[src/rtl/key_bounce_gen.sv]
// Mechanical key emulator: produces a bouncing active-low press/release waveform.
// Bounce gaps come from a free-running 16-bit Galois LFSR.
module key_bounce_gen #(
    parameter int          N_EDGES    = 50,
    parameter int          GAP_W      = 12,
    parameter int          STABLE_CYC = 2_500_000,
    parameter logic [15:0] SEED       = 16'hACE1
) (
    input  logic clk,
    input  logic rst_n,
    input  logic start,
    output logic key_out,
    output logic busy,
    output logic pressed,
    output logic done
);
    localparam int                HOLD_W    = $clog2(STABLE_CYC + 1);
    localparam logic [15:0]       SEED_EFF  = (SEED == 16'h0000) ? 16'hACE1 : SEED;
    localparam logic [15:0]       LFSR_MASK = 16'hB400;
    localparam logic [7:0]        LAST_EDGE = 8'(N_EDGES - 1);
    localparam logic [HOLD_W-1:0] HOLD_LOAD = HOLD_W'(STABLE_CYC);
    localparam logic [HOLD_W-1:0] HOLD_ONE  = HOLD_W'(1);
    localparam logic [GAP_W-1:0]  GAP_ONE   = GAP_W'(1);

    typedef enum logic [2:0] {
        IDLE           = 3'd0,
        PRESS_BOUNCE   = 3'd1,
        PRESS_HOLD     = 3'd2,
        RELEASE_BOUNCE = 3'd3,
        RELEASE_HOLD   = 3'd4
    } state_t;

    state_t            state_q, state_d;
    logic [15:0]       lfsr_q, lfsr_d;
    logic [GAP_W-1:0]  gap_q, gap_d;
    logic [GAP_W-1:0]  gap_new_s;
    logic [HOLD_W-1:0] hold_q, hold_d;
    logic [7:0]        edge_q, edge_d;
    logic              key_q, key_d;
    logic              busy_q, busy_d;
    logic              pressed_q, pressed_d;
    logic              done_q, done_d;

    function automatic logic [15:0] lfsr_step(input logic [15:0] cur);
        return (cur >> 1) ^ (cur[0] ? LFSR_MASK : 16'h0000);
    endfunction

    // A zero gap would never count down to a toggle, so it is clamped to one cycle.
    function automatic logic [GAP_W-1:0] gap_from(input logic [GAP_W-1:0] raw);
        return (raw == '0) ? GAP_ONE : raw;
    endfunction

    assign gap_new_s = gap_from(lfsr_q[GAP_W-1:0]);

    // Next-state and output computation for the press/release sequencer.
    always_comb begin
        state_d   = state_q;
        lfsr_d    = lfsr_step(lfsr_q);
        gap_d     = gap_q;
        hold_d    = hold_q;
        edge_d    = edge_q;
        key_d     = key_q;
        busy_d    = busy_q;
        pressed_d = pressed_q;
        done_d    = 1'b0;

        case (state_q)
            IDLE: begin
                key_d     = 1'b1;
                pressed_d = 1'b0;
                if (start) begin
                    state_d = PRESS_BOUNCE;
                    gap_d   = gap_new_s;
                    edge_d  = 8'd0;
                    busy_d  = 1'b1;
                end else begin
                    busy_d  = 1'b0;
                end
            end

            PRESS_BOUNCE, RELEASE_BOUNCE: begin
                if (gap_q <= GAP_ONE) begin
                    edge_d = edge_q + 8'd1;
                    if (edge_q >= LAST_EDGE) begin
                        // Final edge of the burst is replaced by the settled level.
                        hold_d = HOLD_LOAD;
                        if (state_q == PRESS_BOUNCE) begin
                            key_d     = 1'b0;
                            pressed_d = 1'b1;
                            state_d   = PRESS_HOLD;
                        end else begin
                            key_d     = 1'b1;
                            pressed_d = 1'b0;
                            state_d   = RELEASE_HOLD;
                        end
                    end else begin
                        key_d = ~key_q;
                        gap_d = gap_new_s;
                    end
                end else begin
                    gap_d = gap_q - GAP_ONE;
                end
            end

            PRESS_HOLD: begin
                key_d     = 1'b0;
                pressed_d = 1'b1;
                if (hold_q <= HOLD_ONE) begin
                    gap_d     = gap_new_s;
                    edge_d    = 8'd0;
                    pressed_d = 1'b0;
                    state_d   = RELEASE_BOUNCE;
                end else begin
                    hold_d = hold_q - HOLD_ONE;
                end
            end

            RELEASE_HOLD: begin
                key_d     = 1'b1;
                pressed_d = 1'b0;
                if (hold_q <= HOLD_ONE) begin
                    done_d  = 1'b1;
                    busy_d  = 1'b0;
                    state_d = IDLE;
                end else begin
                    hold_d = hold_q - HOLD_ONE;
                end
            end

            default: begin
                state_d   = IDLE;
                key_d     = 1'b1;
                busy_d    = 1'b0;
                pressed_d = 1'b0;
            end
        endcase
    end

    // State, LFSR, counters and registered outputs.
    always_ff @(posedge clk or negedge rst_n) begin
        if (!rst_n) begin
            state_q   <= IDLE;
            lfsr_q    <= SEED_EFF;
            gap_q     <= '0;
            hold_q    <= '0;
            edge_q    <= 8'd0;
            key_q     <= 1'b1;
            busy_q    <= 1'b0;
            pressed_q <= 1'b0;
            done_q    <= 1'b0;
        end else begin
            state_q   <= state_d;
            lfsr_q    <= lfsr_d;
            gap_q     <= gap_d;
            hold_q    <= hold_d;
            edge_q    <= edge_d;
            key_q     <= key_d;
            busy_q    <= busy_d;
            pressed_q <= pressed_d;
            done_q    <= done_d;
        end
    end

    assign key_out = key_q;
    assign busy    = busy_q;
    assign pressed = pressed_q;
    assign done    = done_q;

endmodule

[config.mk]
export PLATFORM = sky130hd
export DESIGN_NAME = key_bounce_gen
export DESIGN_NICKNAME = d
export VERILOG_FILES = /design/src/rtl/key_bounce_gen.sv
export SDC_FILE = /design/constraint.sdc
export NUM_CORES = 1
export LEC_CHECK = 0
export ABC_AREA = 1
export ABC_CLOCK_PERIOD_IN_PS = 2500
export BUFFER_PORTS_ARGS = -buffer_cell sky130_fd_sc_hd__buf_2
export CAP_MARGIN = 20
export CORE_MARGIN = 2
export CORE_UTILIZATION = 60
export CTS_CLUSTER_SIZE = 28
export DETAILED_ROUTE_END_ITERATION = 8
export GPL_TIMING_DRIVEN = 0
export PLACE_DENSITY = 0.84
export SYNTH_ARGS = -nofsm -noshare
export SYNTH_HDL_FRONTEND = slang
export SYNTH_SLANG_ARGS = --single-unit
[constraint.sdc]
create_clock -name clk -period 2.5 [get_ports clk]
set_input_delay 0.125 -clock clk [delete_from_list [all_inputs] [get_ports clk]]
set_output_delay 0.125 -clock clk [all_outputs]
set_load 0.02 [all_outputs]
# Word-level counts from Yosys, hierarchy flattened

Index checks and enable logic that the tools add are counted.

$add $sub $neg: 3
$lt $le $gt $ge: 3
Equality and inequality tests: 11
Multiplexer cells: 36
Bitwise logic cells: 3
Reduce and logical (&&, ||, !) cells: 13

Operators with widths:

| operator                | number |
|---|---|
| $mux W22                | 3 |
| $mux W12                | 5 |
| $pmux W22 S2            | 1 |
| $pmux W12 S3            | 1 |
| $mux W8                 | 3 |
| $pmux W8 S3             | 1 |
| $le A22 B1 Y1 const B   | 1 |
| $sub A22 B1 Y22 const B | 1 |
| $mux W3                 | 6 |
| $mux W16                | 1 |
| $xor A15 B16 Y16        | 1 |
| $le A12 B1 Y1 const B   | 1 |
| $logic_not A12 Y1       | 1 |
| $ne A2 B2 Y1 const B    | 6 |
| $pmux W3 S4             | 1 |
| $reduce_and A4 Y1       | 3 |
| $sub A12 B1 Y12 const B | 1 |
| $mux W1                 | 11 |
| $add A8 B1 Y8 const B   | 1 |
| $ge A8 B6 Y1 const B    | 1 |
| $eq A3 B2 Y1 const B    | 2 |
| $reduce_and A5 Y1       | 1 |
| $pmux W1 S2             | 2 |
| $reduce_and A2 Y1       | 2 |
| other kinds (10)        | 12 |

Register bits: 65
Output and inout port bits: 4
Word-level logic and storage cells: 78

# Longest topological paths before layout

Gate-level depths: netlist (run 1).

Depth in word-level cells: 5
Gate-level depth with buffers: 13
Mapped depth without buffers: 12

# Worst setup path before layout (run 1)

Ideal clock, no wire load.

Kind: register -> register
Start: register gap_q[0]
End: register edge_q[0]
Library setup time: 0.117 ns
Data arrival time: 1.593 ns
Data required time: 2.383 ns
Slack: 0.789 ns
Stages on the path, launching flop included: 13
Buffers on the path: 1
Path through: dfrtp_1 inv_1 ha_1 o21ai_0 nor2_1 nand2_1 nand2_1 buf_6 inv_2 nor2_8 nand3_4 nand2_1 nand2_1

Word-level cells in the longest chain between the ends: 3

Ends and longest elaborated chain:

| what                               | line | text |
|---|---|---|
| start, declared                    | 35   | `logic [GAP_W-1:0] gap_q, gap_d;` |
| start signal, assigned             | 154  | `gap_q <= gap_d;` |
| $le A12 B1 Y1                      | 82   | `if (gap_q <= GAP_ONE) begin` |
| $ne A2 B2 Y1 (no source line)      | n/a  |  |
| $reduce_and A4 Y1 (no source line) | n/a  |  |
| end signal, assigned               | 156  | `edge_q <= edge_d;` |
| end, declared                      | 38   | `logic [7:0] edge_q, edge_d;` |

No other way between the ends.
A chain may end at the register's enable or synchronous reset.

# Final worst setup path (run 1)

Start: register gap_q[0]
End: register edge_q[4]

The elaborated chain is that of the path after synthesis.

==> results of run 1 <==
-- path summary, 6_finish.rpt --
kind	slack (ns)	start	end
setup / recovery	0.41	gap_q[0]$_DFFE_PN0P_	edge_q[4]$_DFFE_PN0P_
hold / removal	0.02	start	busy$_DFFE_PN0P_
setup reg to reg	0.41	gap_q[0]$_DFFE_PN0P_	edge_q[4]$_DFFE_PN0P_
hold reg to reg	0.37	lfsr_q[12]$_DFF_PN0_	lfsr_q[11]$_DFF_PN1_
max in group asynchronous	1.45	rst_n	key_out$_DFFE_PN1N_
min in group asynchronous	0.35	rst_n	hold_q[11]$_DFFE_PN0P_
-- final cells by class --
type | instances | area share, %
plain buffers | 10 | 1.99
clock buffers | 9 | 2.85
clock inverters | 7 | 2.33
inverters | 51 | 4.41
multi-input cells | 416 | 47.1
flip-flops and latches | 65 | 37.7
well taps | 77 | 2.22
repair buffers | 8 | 1.38
-- report_power, final --
part	internal (W)	switching, W	leakage [nW]
clock	0.000570	0.000462	0.106
combinational	0.000411	0.000667	1.36
sequential	0.00122	0.000188	0.831
-- metal layers --
layer / vias up / share of wire [%]
met5: - / 0
met4: 0 / 2.3
met3: 16 / 3.4
met2: 80 / 48
met1: 1603 / 46
li1: 1731 / -
-- through the flow --
| step | hold slack, ns | power (W) |
|---|---|---|
| floorplan | -0.171 | 0.00222 |
| global placement | 0.337 | 0.00242 |
| detailed placement | 0.224 | 0.00247 |
| CTS | 0.0183 | 0.00352 |
| global route | 0.0204 | 0.00378 |
| finish | 0.0245 | 0.00352 |
-- cell families after synthesis --
family                     count (synthesis)  synth area share, %
adders and majority gates                  7                 2.21
and+or+nand+nor                          357                 39.7
buffers and inverters                     61                 7.01
DFF                                       65                 41.4
AOI/OAI and AO/OA                         28                 4.45
xor gates and xnor gates                  24                 5.31
-- layout by cell type, fill, tap and decap left out, drive strengths merged --
cell type / n
o211ai: 1
nand3: 50
nor2: 92
a21oi: 3
nor4: 2
xnor2: 6
bufinv: 2
and3: 1
inv: 52
dlygate4sd3: 1
ha: 7
clkbuf: 9
buf: 17
nor3: 2
nand2: 193
nand3b: 3
dfrtp: 56
clkinvlp: 2
or2: 6
dfstp: 9
xor2: 18
nand4: 8
o21ai: 24
clkinv: 2
-- registers in the layout, summed over array words and instances, names as in the netlist --
name,flops
key_out,1
pressed,1
busy,1
edge_q,8
hold_q,22
gap_q,12
done,1
state_q,3
lfsr_q,16
-- worst min-delay path, stage by stage --
cell and delay, ns:
buf_2 0.09, nand3_1 0.07, nand2_1 0.06
==> flow_summary_export.csv, run 1 <==
group,metric,value,unit
logic_synthesis,synth_largest_area_cell,"dfrtp_1",
setup_path,crit_family,"simple AND/OR/NAND/NOR gates",
clock_tree,post-cts-setup-buffers,0,
placement,portBuffers,6,
setup_path,crit_slowest_cell,"dfrtp_1",
finish,final_cell_count_no_fill,643,
global_route,antenna_found_initial,0,
placement,dp_hpwl,5920,µm
clock_tree,clk_pin_slew,0.07,ns
sta,skew,0.0100,ns
logic_synthesis,syn_inst,542,
clock_tree,max-clock-path-buffers,2,
setup_path,cp_cell_sequence,"inv_1, ha_1, o21ai_0, nor2_1, nand2_1, nand2_1, buf_6, inv_2, nor2_8, nand3_4, nand2_1, nand2_1",
pwr,irDropWorstVdd,0.637,mV
min_path,hp-class,"in2reg",
logic_synthesis,synthFlopType,"dfrtp_1",
global_route,grt_pass1_wl,14700,µm
sta,worstMarginPinSlew,0.726,ns
placement,dpl_cell_area,4110,µm²
floorplan,die_w,85.2,µm
sta,relSlewSlack,51.6,%
routing,vias,3430,
global_route,grt_usage,25.6,%
global_route,grt_pass1_vias,3334,
floorplan,core,6350,µm²
logic_synthesis,synth.area.top_cells,"dfrtp_1 (35%), nand2_1 (18%), nor2_1 (8.0%)",
floorplan,initial_core_util,62.4,%
clock_tree,htreeDepth,3,
finish,area_growth,9.64,%
logic_synthesis,mappedNetlistArea,3960,µm²
setup_path,reg2reg_depth,12,
clock_tree,cts_resized,0,
run,cap_violations,0,
clock_tree,hold_buffers,1,
floorplan,design.die.area,7270,µm²
setup_path,cp.depth,12,
setup_path,cp_num_buf_inv,3,
status,status,"complete, no violations",
placement,dp_cells,626,
routing,drc,0,
logic_synthesis,synth.net_count,552,
finish,design_area,4340,µm²
setup_path,critPathMostFrequentCell,"nand2_1",
global_route,top_usage_layer,"met2",
clock_tree,cts_buffers,9,
floorplan,ios,7,
clock_tree,root_buffer,"clkbuf_8",
logic_synthesis,synth_commonest_cells,"nand2_1 (187), nor2_1 (84), dfrtp_1 (56), nand3_1 (46), inv_1 (45)",
floorplan,rows,29,
sta,tns,0,ns
logic_synthesis,ys_ff_latch,65,
sta,setup_viol,0,
setup_path,cpPeakStageDelay,0.41,ns
routing,firstDrtPassIters,5,
sta,slew_viol_final,0,
logic_synthesis,ys_types,32,
setup_path,crit_fanout,10,
global_route,grt_max_degree,34,
finish,regArea,1640,µm²
logic_synthesis,yosysSeqAreaShare,41.4,%
sta,fmax,478,MHz
placement,place.gp.congestion,0.895,
clock_tree,insertion_delay,0.36,ns
global_route,use_met2,42.3,%
logic_synthesis,synth.most_common_cell,"nand2_1",
sta,hold_viol,0,
logic_synthesis,synth_area_per_cell,7.31,µm²
routing,wl,8280,µm
sta,fin_crit_sh,83.7,%
pwr,power.density,811,nW/µm²
placement,place_ws,0.485,ns
logic_synthesis,synthArstFlopShare,100,%
sta,rsz0062_at_grt,"false",
routing,vias_per_cell,5.33,
clock_tree,cts.sinks,65,
finish,n_fill_cell,494,
routing,wl_per_cell,12.9,µm
sta,setup_slack,0.408,ns
setup_path,critPathLaunchType,"flop",
global_route,use_met1,32.7,%
setup_path,crit_required,2.74,ns
logic_synthesis,ys_warn_count,0,
clock_tree,cts_tree,"done",
global_route,use_met3,4.77,%
sta,fin_crit,2.09,ns
finish,antenna_cells,0,
finish,drive_gt1_share,14.1,%
logic_synthesis,synth_edf_count,0,
min_path,holdPathStages,3,
floorplan,dieHeight,85.2,µm
routing,ant_nets,0,
finish,fin_nets,571,
setup_path,endpoint_kind,"flop",
finish,multiInputGateArea,2040,µm²
logic_synthesis,synth_top_area_share,35.4,%
setup_path,path_class,"reg2reg",
global_route,grt_overflow,0,
finish,fin_util,68.4,%
setup_path,cp_data_arrival_time,2.34,ns
pwr,p_leak,2.29,nW
routing,drtIter0Drc,204,
No activity file was read; power rests on OpenSTA's default activity.
==> inputs of run 2 (changes only) <==
--- a/config.mk
+++ b/config.mk
@@ -5,8 +5,8 @@
 export SDC_FILE = /design/constraint.sdc
 export NUM_CORES = 1
 export LEC_CHECK = 0
-export ABC_AREA = 1
-export ABC_CLOCK_PERIOD_IN_PS = 2500
+export ABC_AREA = 0
+export ABC_CLOCK_PERIOD_IN_PS = 2000
 export BUFFER_PORTS_ARGS = -buffer_cell sky130_fd_sc_hd__buf_2
 export CAP_MARGIN = 20
 export CORE_MARGIN = 2
==> constraint.sdc (replaced) <==
create_clock -name clk -period 2 [get_ports clk]
set_input_delay 0.1 -clock clk [delete_from_list [all_inputs] [get_ports clk]]
set_output_delay 0.1 -clock clk [all_outputs]
set_load 0.02 [all_outputs]
==> run 2 against run 1 <==
Against the previous run:
- largest power group is now combinational logic
- maximum frequency down 20%
- global-route usage up 12 points
- wire length is 66% higher
- flip-flop and latch count unchanged
- highest routed layer unchanged
- setup slack got worse by 1.0 ns
- utilization up 19 points
- register-to-register slack lost 1.0 ns
- first-iteration DRC count rose to 2.8 times the previous value
- clock-buffer cell count up 1
- final cell count decreased by 21%
- critical path depth is 6 lower
- non-clock buffer count increased by 51
- the flow now finishes with violations (negative setup slack)
==> flow_summary_export.csv, run 2 <==
group,metric,value,unit
status,status,"complete, but fails checks",
status,violations,"negative setup slack",
logic_synthesis,ys_ff_latch,65,
pwr,p_leak,2.01,nW
clock_tree,root_buffer,"clkbuf_8",
setup_path,crit_fanout,7,
placement,portBuffers,6,
floorplan,initial_core_util,62.9,%
logic_synthesis,synth_largest_area_cell,"dfrtp_1",
clock_tree,cts_buffers,9,
routing,vias,3893,
routing,wl_per_cell,27.1,µm
routing,vias_per_cell,7.66,
finish,largest_reg_flops,22,
pwr,p_total,0.00790,W
global_route,grt_max_degree,39,
floorplan,dieHeight,80.7,µm
floorplan,design.die.area,6510,µm²
placement,place_ws,-0.720,ns
sta,setup_slack,-0.606,ns
min_path,hp-class,"in2reg",
finish,top_register,"hold_q",
global_route,grt_pass1_vias,3570,
clock_tree,max-clock-path-buffers,2,
logic_synthesis,synth_top_area_share,39.7,%
placement,dpl_cell_area,3680,µm²
global_route,antenna_found_initial,0,
setup_path,reg2reg_depth,6,
routing,ant_nets,0,
finish,fin_nets,441,
routing,drtIter0Drc,562,
logic_synthesis,syn_inst,370,
sta,fin_crit_sh,130,%
setup_path,critPathLaunchType,"flop",
sta,skew,0.0140,ns
logic_synthesis,ys_types,54,
logic_synthesis,synth.most_common_cell,"dfrtp_1",
sta,setup_viol,46,
logic_synthesis,yosysSeqAreaShare,46.4,%
pwr,irDropWorstVdd,1.09,mV
finish,drive_gt1_share,41.5,%
setup_path,path_class,"reg2reg",
finish,antenna_cells,0,
placement,dp_hpwl,5680,µm
clock_tree,insertion_delay,0.37,ns
logic_synthesis,synthArstFlopShare,100,%
setup_path,crit_slowest_cell,"or4_4",
sta,rsz0062_at_grt,"true",
finish,final_cell_mix,"dfrtp_1 (52), buf_4 (40), nor2_1 (24), nand2_1 (24), clkbuf_8 (15)",
sta,slew_viol_final,0,
clock_tree,htreeDepth,3,
min_path,holdPathStages,3,
sta,fmax,384,MHz
floorplan,core,5610,µm²
clock_tree,cts.sinks,65,
logic_synthesis,synth_edf_count,0,
global_route,grt_overflow,0,
logic_synthesis,synth_commonest_cells,"dfrtp_1 (56), nor2_1 (27), nand2_1 (26), a21oi_1 (20), nor3_1 (18)",
sta,worstMarginPinSlew,0.822,ns
sta,hold_viol,0,
pwr,power.density,1610,nW/µm²
finish,reg.largest.list,"hold_q (22), lfsr_q (16), gap_q (12)",
logic_synthesis,ys_warn_count,0,
placement,place.gp.congestion,0.956,
sta,fin_crit,2.61,ns
logic_synthesis,synthFlopType,"dfrtp_1",
floorplan,die_w,80.7,µm
clock_tree,cts_tree,"done",
logic_synthesis,synth_area_per_cell,9.54,µm²
logic_synthesis,synth.net_count,380,
run,cap_violations,0,
global_route,grt_pass1_wl,18000,µm
finish,area_growth,38.7,%
setup_path,crit_required,2.30,ns
routing,wl,13700,µm
floorplan,ios,7,
global_route,grt_usage,37.3,%
setup_path,cp_cell_sequence,"nor4_4, buf_4, a41oi_4, or3_4, or4_4, a21oi_4",
routing,drc,0,
setup_path,cp_data_arrival_time,2.90,ns
clock_tree,clk_pin_slew,0.09,ns
logic_synthesis,mappedNetlistArea,3530,µm²
finish,design_area,4890,µm²
setup_path,r2r_setup_slack,-0.61,ns
sta,hold_slack,0.162,ns
sta,relSlewSlack,44.7,%
routing,firstDrtPassIters,6,
setup_path,cpPeakStageDelay,0.51,ns
floorplan,rows,27,
sta,tns,-14.56,ns
logic_synthesis,synth.area.top_cells,"dfrtp_1 (40%), dfstp_2 (6.7%), mux2i_1 (3.4%)",
setup_path,endpoint_kind,"flop",
finish,layout_commonest_cell,"dfrtp_1",
==> run 2: cell count changes after synthesis, moves of 16 or more <==
cell / change
clkbuf_1: +17
nor2_1: -57
nand2_1: -161
inv_1: -31
nand3_1: -31
a21oi_1: +17
nor3_1: +16
==> run 2: worst max-delay path: cells and delay by family, from the launching register on <==
kind / cells / cell delay [ns]
DFF: 1 / 0.47
buffers and inverters: 1 / 0.23
and+or+nand+nor: 3 / 1.44
AOI/OAI and AO/OA: 2 / 0.39
==> run 2: final timing paths <==
kind,startpoint,to
setup / recovery,gap_q[4]$_DFFE_PN0P_,edge_q[6]$_DFFE_PN0P_
max in group asynchronous,rst_n,lfsr_q[15]$_DFF_PN1_
min in group asynchronous,rst_n,gap_q[8]$_DFFE_PN0P_
hold / removal,start,busy$_DFFE_PN0P_
hold reg to reg,lfsr_q[12]$_DFF_PN0_,lfsr_q[11]$_DFF_PN1_
setup reg to reg,gap_q[4]$_DFFE_PN0P_,edge_q[6]$_DFFE_PN0P_
==> run 2: area by class of cell <==
type                    instances  area (µm²)
flip-flops and latches         65        1640
inverters                      14        55.1
multi-input cells             272        2310
plain buffers                  15         145
clock inverters                 6        67.6
fillers                       218         713
repair buffers                 54         445
well taps                      72        90.1
clock buffers                  10         138
==> run 2: layer usage <==
layer / global-route usage (%) / part of all wire, % / vias up
met1: 44.1 / 33 / 1813
met3: 10.7 / 11 / 149
met5: 0 / 0 / -
met2: 61.6 / 47 / 409
met4: 19.2 / 8.5 / 0
li1: - / - / 1522
==> run 2: logic make-up after synthesis <==
family,synth area share [%]
XOR/XNOR,1.99
AO/OA/AOI/OAI,18.1
multiplexers,3.72
AND/OR/NAND/NOR,23.6
buffers and inverters,3.72
adder cells (fa/ha/maj),2.48
flip-flops,46.4
==> run 2: timing repair <==
item	in CTS	in global routing
gates resized for setup	82	65
buffers inserted	27	17
gates cloned	2	0
endpoints found under the setup margin	47	47
pin swaps	20	29
hold buffers	1	0
hold endpoints to repair	26	0
==> run 2: per-stage QoR <==
step                cells  utilization, %
finish                508            87.3
global route          508            87.3
CTS                   494            80.0
detailed placement    449            65.6
global placement      448            65.3
floorplan             370               -
==> run 2: power breakdown <==
part / leakage, nW / switching, W / internal, W
Combinational: 1.10 / 0.00260 / 0.00173
Sequential: 0.818 / 0.000648 / 0.00172
Clock: 0.0985 / 0.000601 / 0.000611
